File: src/rtl/rv_pkg.sv
// Shared RISC-V execute-stage definitions: branch funct3 encodings, default
// datapath width and the branch-resolution FSM state type.
package rv_pkg;

    localparam int XLEN_DEFAULT = 32;

    localparam logic [2:0] F3_BEQ  = 3'b000;
    localparam logic [2:0] F3_BNE  = 3'b001;
    localparam logic [2:0] F3_BLT  = 3'b100;
    localparam logic [2:0] F3_BGE  = 3'b101;
    localparam logic [2:0] F3_BLTU = 3'b110;
    localparam logic [2:0] F3_BGEU = 3'b111;

    typedef enum logic {
        IDLE  = 1'b0,
        FLUSH = 1'b1
    } br_state_e;

endpackage

File: src/rtl/br_cmp.sv
// Combinational branch condition evaluator; reserved funct3 codes (010, 011)
// evaluate false.
module br_cmp
    import rv_pkg::*;
#(
    parameter int XLEN = XLEN_DEFAULT
) (
    input  logic [2:0]      funct3,
    input  logic [XLEN-1:0] rs1,
    input  logic [XLEN-1:0] rs2,
    output logic            cond_true
);

    logic eq;
    logic lt_s;
    logic lt_u;

    assign eq   = (rs1 == rs2);
    assign lt_s = ($signed(rs1) < $signed(rs2));
    assign lt_u = (rs1 < rs2);

    always_comb begin
        cond_true = 1'b0;
        case (funct3)
            F3_BEQ:  cond_true = eq;
            F3_BNE:  cond_true = !eq;
            F3_BLT:  cond_true = lt_s;
            F3_BGE:  cond_true = !lt_s;
            F3_BLTU: cond_true = lt_u;
            F3_BGEU: cond_true = !lt_u;
            default: cond_true = 1'b0;
        endcase
    end

endmodule

File: src/rtl/br_resolve.sv
// Execute-stage branch/jump resolution: registered PC redirect, link write-back
// and a fixed-length wrong-path squash. Define BR_MISALIGN_EN for misalign_exc.
module br_resolve
    import rv_pkg::*;
#(
    parameter int XLEN         = XLEN_DEFAULT,
    parameter int FLUSH_CYCLES = 2
) (
    input  logic            clk,
    input  logic            rst,
    input  logic            in_valid,
    input  logic            is_br,
    input  logic            is_jal,
    input  logic            is_jalr,
    input  logic [2:0]      funct3,
    input  logic [XLEN-1:0] cur_pc,
    input  logic [XLEN-1:0] rs1,
    input  logic [XLEN-1:0] rs2,
    input  logic [XLEN-1:0] imm,
    output logic            taken_br,
    output logic [XLEN-1:0] br_tgt_pc,
    output logic            link_valid,
    output logic [XLEN-1:0] link_data,
    output logic            flush,
`ifdef BR_MISALIGN_EN
    output logic            misalign_exc,
`endif
    output logic            accepted
);

    localparam int CNT_W = (FLUSH_CYCLES > 1) ? $clog2(FLUSH_CYCLES) : 1;

    br_state_e        state;
    logic [CNT_W-1:0] cnt;
    logic             cond_true;
    logic             is_link;
    logic             redirect;
    logic [XLEN-1:0]  tgt;
    logic [XLEN-1:0]  link_pc;

    br_cmp #(.XLEN(XLEN)) u_cmp (
        .funct3    (funct3),
        .rs1       (rs1),
        .rs2       (rs2),
        .cond_true (cond_true)
    );

    assign accepted = in_valid && (state == IDLE);
    assign is_link  = is_jal || is_jalr;
    assign redirect = accepted && (is_link || (is_br && cond_true));
    assign link_pc  = cur_pc + XLEN'(4);

    // JALR wins over JAL/branch; its target has bit 0 forced clear.
    always_comb begin
        tgt = cur_pc + imm;
        if (is_jalr) begin
            tgt    = rs1 + imm;
            tgt[0] = 1'b0;
        end
    end

    always_ff @(posedge clk or posedge rst) begin
        if (rst) begin
            state        <= IDLE;
            cnt          <= '0;
            taken_br     <= 1'b0;
            br_tgt_pc    <= '0;
            link_valid   <= 1'b0;
            link_data    <= '0;
            flush        <= 1'b0;
`ifdef BR_MISALIGN_EN
            misalign_exc <= 1'b0;
`endif
        end else begin
            taken_br     <= 1'b0;
            link_valid   <= 1'b0;
`ifdef BR_MISALIGN_EN
            misalign_exc <= 1'b0;
`endif
            case (state)
                IDLE: begin
                    if (redirect) begin
                        state     <= FLUSH;
                        cnt       <= CNT_W'(FLUSH_CYCLES - 1);
                        flush     <= 1'b1;
                        br_tgt_pc <= tgt;
`ifdef BR_MISALIGN_EN
                        // A misaligned target raises the exception instead of redirecting.
                        taken_br     <= (tgt[1:0] == 2'b00);
                        misalign_exc <= (tgt[1:0] != 2'b00);
`else
                        taken_br  <= 1'b1;
`endif
                        if (is_link) begin
                            link_valid <= 1'b1;
                            link_data  <= link_pc;
                        end
                    end
                end
                FLUSH: begin
                    if (cnt == '0) begin
                        state <= IDLE;
                        flush <= 1'b0;
                    end else begin
                        cnt <= cnt - CNT_W'(1);
                    end
                end
                default: begin
                    state <= IDLE;
                    flush <= 1'b0;
                end
            endcase
        end
    end

endmodule

File: config.mk
export PLATFORM = sky130hd
export DESIGN_NAME = br_resolve
export DESIGN_NICKNAME = d
export VERILOG_FILES = /design/src/rtl/rv_pkg.sv /design/src/rtl/br_cmp.sv /design/src/rtl/br_resolve.sv
export SDC_FILE = /design/constraint.sdc
export NUM_CORES = 1
export LEC_CHECK = 0
export ABC_CLOCK_PERIOD_IN_PS = 5000
export CELL_PAD_IN_SITES_DETAIL_PLACEMENT = 2
export CELL_PAD_IN_SITES_GLOBAL_PLACEMENT = 2
export CORE_MARGIN = 5
export CORE_UTILIZATION = 30
export CTS_CLUSTER_DIAMETER = 100
export DETAILED_ROUTE_END_ITERATION = 6
export GPL_TIMING_DRIVEN = 0
export PLACE_DENSITY_LB_ADDON = 0.1
export SYNTH_ARGS = -nofsm -noshare
export SYNTH_HDL_FRONTEND = slang
export SYNTH_HIERARCHICAL = 1
export SYNTH_SLANG_ARGS = --single-unit
File: constraint.sdc
create_clock -name clk -period 5 [get_ports clk]
set_input_delay 1.25 -clock clk [delete_from_list [all_inputs] [get_ports clk]]
set_output_delay 1.25 -clock clk [all_outputs]
set_load 0.05 [all_outputs]
==> impl_metrics.toml <==
[drt]
post-route-drc-count = 0
via_count = 7699
firstDrtPassIters = 4
drtAntennaViolNets = 0
drt_iter0_drc = 365
routed_wl_um = 29940
vias_per_cell = 5.245
wl_per_cell_um = 20.39

[place]
place_area_um2 = 9793
gp_congestion = 0.8583
placedCellCount = 1452
port_buffers = 204
post-place-ws_ps = 30.00
dp_hpwl_um = 25650

[worst_setup_path]
cp-end-kind = "flip-flop"
cp_slowest_stage_delay_ps = 510
worstSetupEndpoint = "br_tgt_pc[30]"
ff2ff_path_depth = 9
r2r_start = "state"
crit_cells = 14
reg2reg_slack_ps = 1750
slowest_stage = "clkdlybuf4s50_1"
setup.worst_path.class = "input port to flip-flop"
crit_chain = "clkdlybuf4s50_1, ha_1, nor2b_1, o211ai_1, a21oi_1, o2111ai_1, a41o_1, a31o_1, a31oi_1, inv_2, nand2_1, or3_1, o31ai_1, a311oi_1"
path_max_fanout = 10
timing.rr.end = "br_tgt_pc[18]"
cp-startpoint = "rs1[1]"
crit_required_ps = 5220
critPathTopFamily = "compound AO/OA/AOI/OAI gates"
critPathBufInv = 2
start_kind = "input port"
arrival_ps = 4810

[outcome]
status = "complete, no violations"

[floorplan]
die-area_um2 = 27640
placementRows = 57
start_util_pct = 30.29
ios = 205
dieHeight_um = 166.2
coreArea_um2 = 24180
dieWidth_um = 166.2

[synthesis]
seq_area_frac_synth_pct = 23.58
synth_top_area_share_pct = 23.58
synthMuxAreaShare_pct = 1.828
yosysTopAreaCell = "dfrtp_1"
synth_nets = 1156
yosys-top-cells-count = "a21oi_1, nor2_1, ha_1"
synth_edf_count = 0
async_reset_ff_share_pct = 100.0
yosys.area_share.simple_pct = 18.11
synthesis.area_um2 = 7323
synth.area.top_cells = "dfrtp_1, ha_1, a21oi_1"
synth_warnings = 6
synth_compound_area_share_pct = 26.21
synth_fa_ha_area_share_pct = 16.61
yosys_most_used_dff = "dfrtp_1"
post-synth-top-count-cell = "a21oi_1"
synth_xor_area_share_pct = 9.329
netlist-cell-type-count = 67
synth_top_family_by_area = "compound AO/OA/AOI/OAI gates"
syn_area_per_cell_um2 = 7.934
yosys_register_bits = 69
netlist_instances = 923

[power_and_ir_drop]
p_leak_nw = 4.343
p_per_area_nw_per_um2 = 429.0
ir_worst_vdd_v = 0.0002079
total_power_mw = 4.323

[clocking]
cts.sinks = 69
clk_pin_slew_ps = 70
holdBufCountCts = 0
ctsResizeCount = 0
htree_levels = 3
cts_setup_buffers = 0
cts_buffer_depth = 2
numCtsBuffers = 9
cts_tree = "done"
cts-root-buf = "clkbuf_16"
clock_latency_ps = 340

[min_path]
hold_class = "flip-flop to flip-flop"

[timing]
finalCriticalPeriod_ps = 4587
rsz0062_at_grt = "false"
timing.fmax_mhz = 218.0
fin_tns_setup_ps = 0
slew_violations = 0
hold_ws_ps = 488.7
post-route-period-util_pct = 91.75
tightest_slew_ps = 1182
setup_viol_count_final = 0
worst_slack_ps = 412.5
hold_viol = 0
relSlewSlack_pct = 20.93
finClkSkew_ps = 9.624

[cells_and_area]
finalNonFillerCells = 1468
multi_input_area_um2 = 5279
utilization_pct = 41.68
drive_gt1_share_pct = 3.234
stdcell_area_um2 = 10080
diodes = 0
finalNetCount = 1372
fillCellCount = 2761
syn_to_final_growth_pct = 37.59
register_area_um2 = 1727

[global_route]
grt_pass1_wl_um = 47000
grt_use_total_pct = 21.11
grt_antenna_before_repair = 0
grt_max_degree = 40
grt_overflow = 0
grt_pass1_vias = 8373

[run]
drv_cap = 0
## area by class of cell
class,count,area share (%)
buffer,26,0.9934
clock buffer,9,2.235
clock inverter,7,0.5712
inverter,58,2.186
multi-input combinational,770,52.39
sequential,69,17.14
tap,324,4.023
timing repair buffer,205,20.46
## kinds of logic after synthesis
kind of cell	Yosys count
compound gates	301
fa+ha+maj	96
mux	13
simple gates	282
flops	69
buf+inv	84
xor+xnor	78
## worst min-delay path: stages, from the launching register on
cell and delay (ps):
dfrtp_1 350, nand2_1 50, o21ai_0 60
## registers in the layout (all words and copies together), names as in the netlist
register and count:
br_tgt_pc 32, link_data 32, cnt 1, flush 1
link_valid 1, state 1, taken_br 1
## cell usage in the layout (no fill, tap or decap), types with 4 or more instances in the layout
cell type / synthesis / routed
and3_1: 11 / 11
nand2b_1: 4 / 4
dfrtp_1: 69 / 69
o21bai_1: 9 / 9
nor2b_1: 5 / 5
nand3_1: 23 / 23
and4_1: 9 / 9
nor2_1: 95 / 95
a41oi_1: 4 / 4
inv_1: 55 / 54
mux2i_1: 10 / 10
and2_1: 4 / 4
o31ai_1: 5 / 5
nand2_1: 89 / 89
o211ai_1: 8 / 8
clkbuf_16: 0 / 9
xor2_1: 46 / 46
nand4_1: 17 / 17
a211oi_1: 15 / 15
a21o_1: 32 / 32
o21ai_1: 5 / 5
o2111ai_1: 4 / 4
o21ai_0: 45 / 45
xnor2_1: 32 / 32
o21a_1: 11 / 11
a21oi_1: 114 / 114
clkdlybuf4s50_1: 0 / 204
nor3_1: 9 / 9
buf_1: 5 / 5
o221ai_1: 6 / 6
ha_1: 94 / 94
a31oi_1: 7 / 7
clkbuf_1: 19 / 19
## per-layer routing
layer / vias up / routed length [µm] / track usage, %
met1: 3762 / 14530 / 29.33
met2: 134 / 14050 / 36.08
met4: 0 / 323 / 3.771
li1: 3788 / - / -
met3: 15 / 1034 / 2.142
met5: - / 0 / 0
## worst min-delay path by stage
| stage | startpoint | cells past startpoint | to |
|---|---|---|---|
| 2_1_floorplan | state | 2 | state |
| 3_3_place_gp | br_tgt_pc[0] | 2 | br_tgt_pc[0] |
| 3_5_place_dp | br_tgt_pc[0] | 2 | br_tgt_pc[0] |
| 4_1_cts | br_tgt_pc[0] | 2 | br_tgt_pc[0] |
| 5_1_grt | br_tgt_pc[2] | 2 | br_tgt_pc[2] |
| 6_report | br_tgt_pc[2] | 2 | br_tgt_pc[2] |
## report_power, final
group | internal, mW | switching, mW
sequential | 0.831 | 0.173
combinational | 0.923 | 1.77
clock | 0.343 | 0.286
No activity file was read; power rests on OpenSTA's default activity.
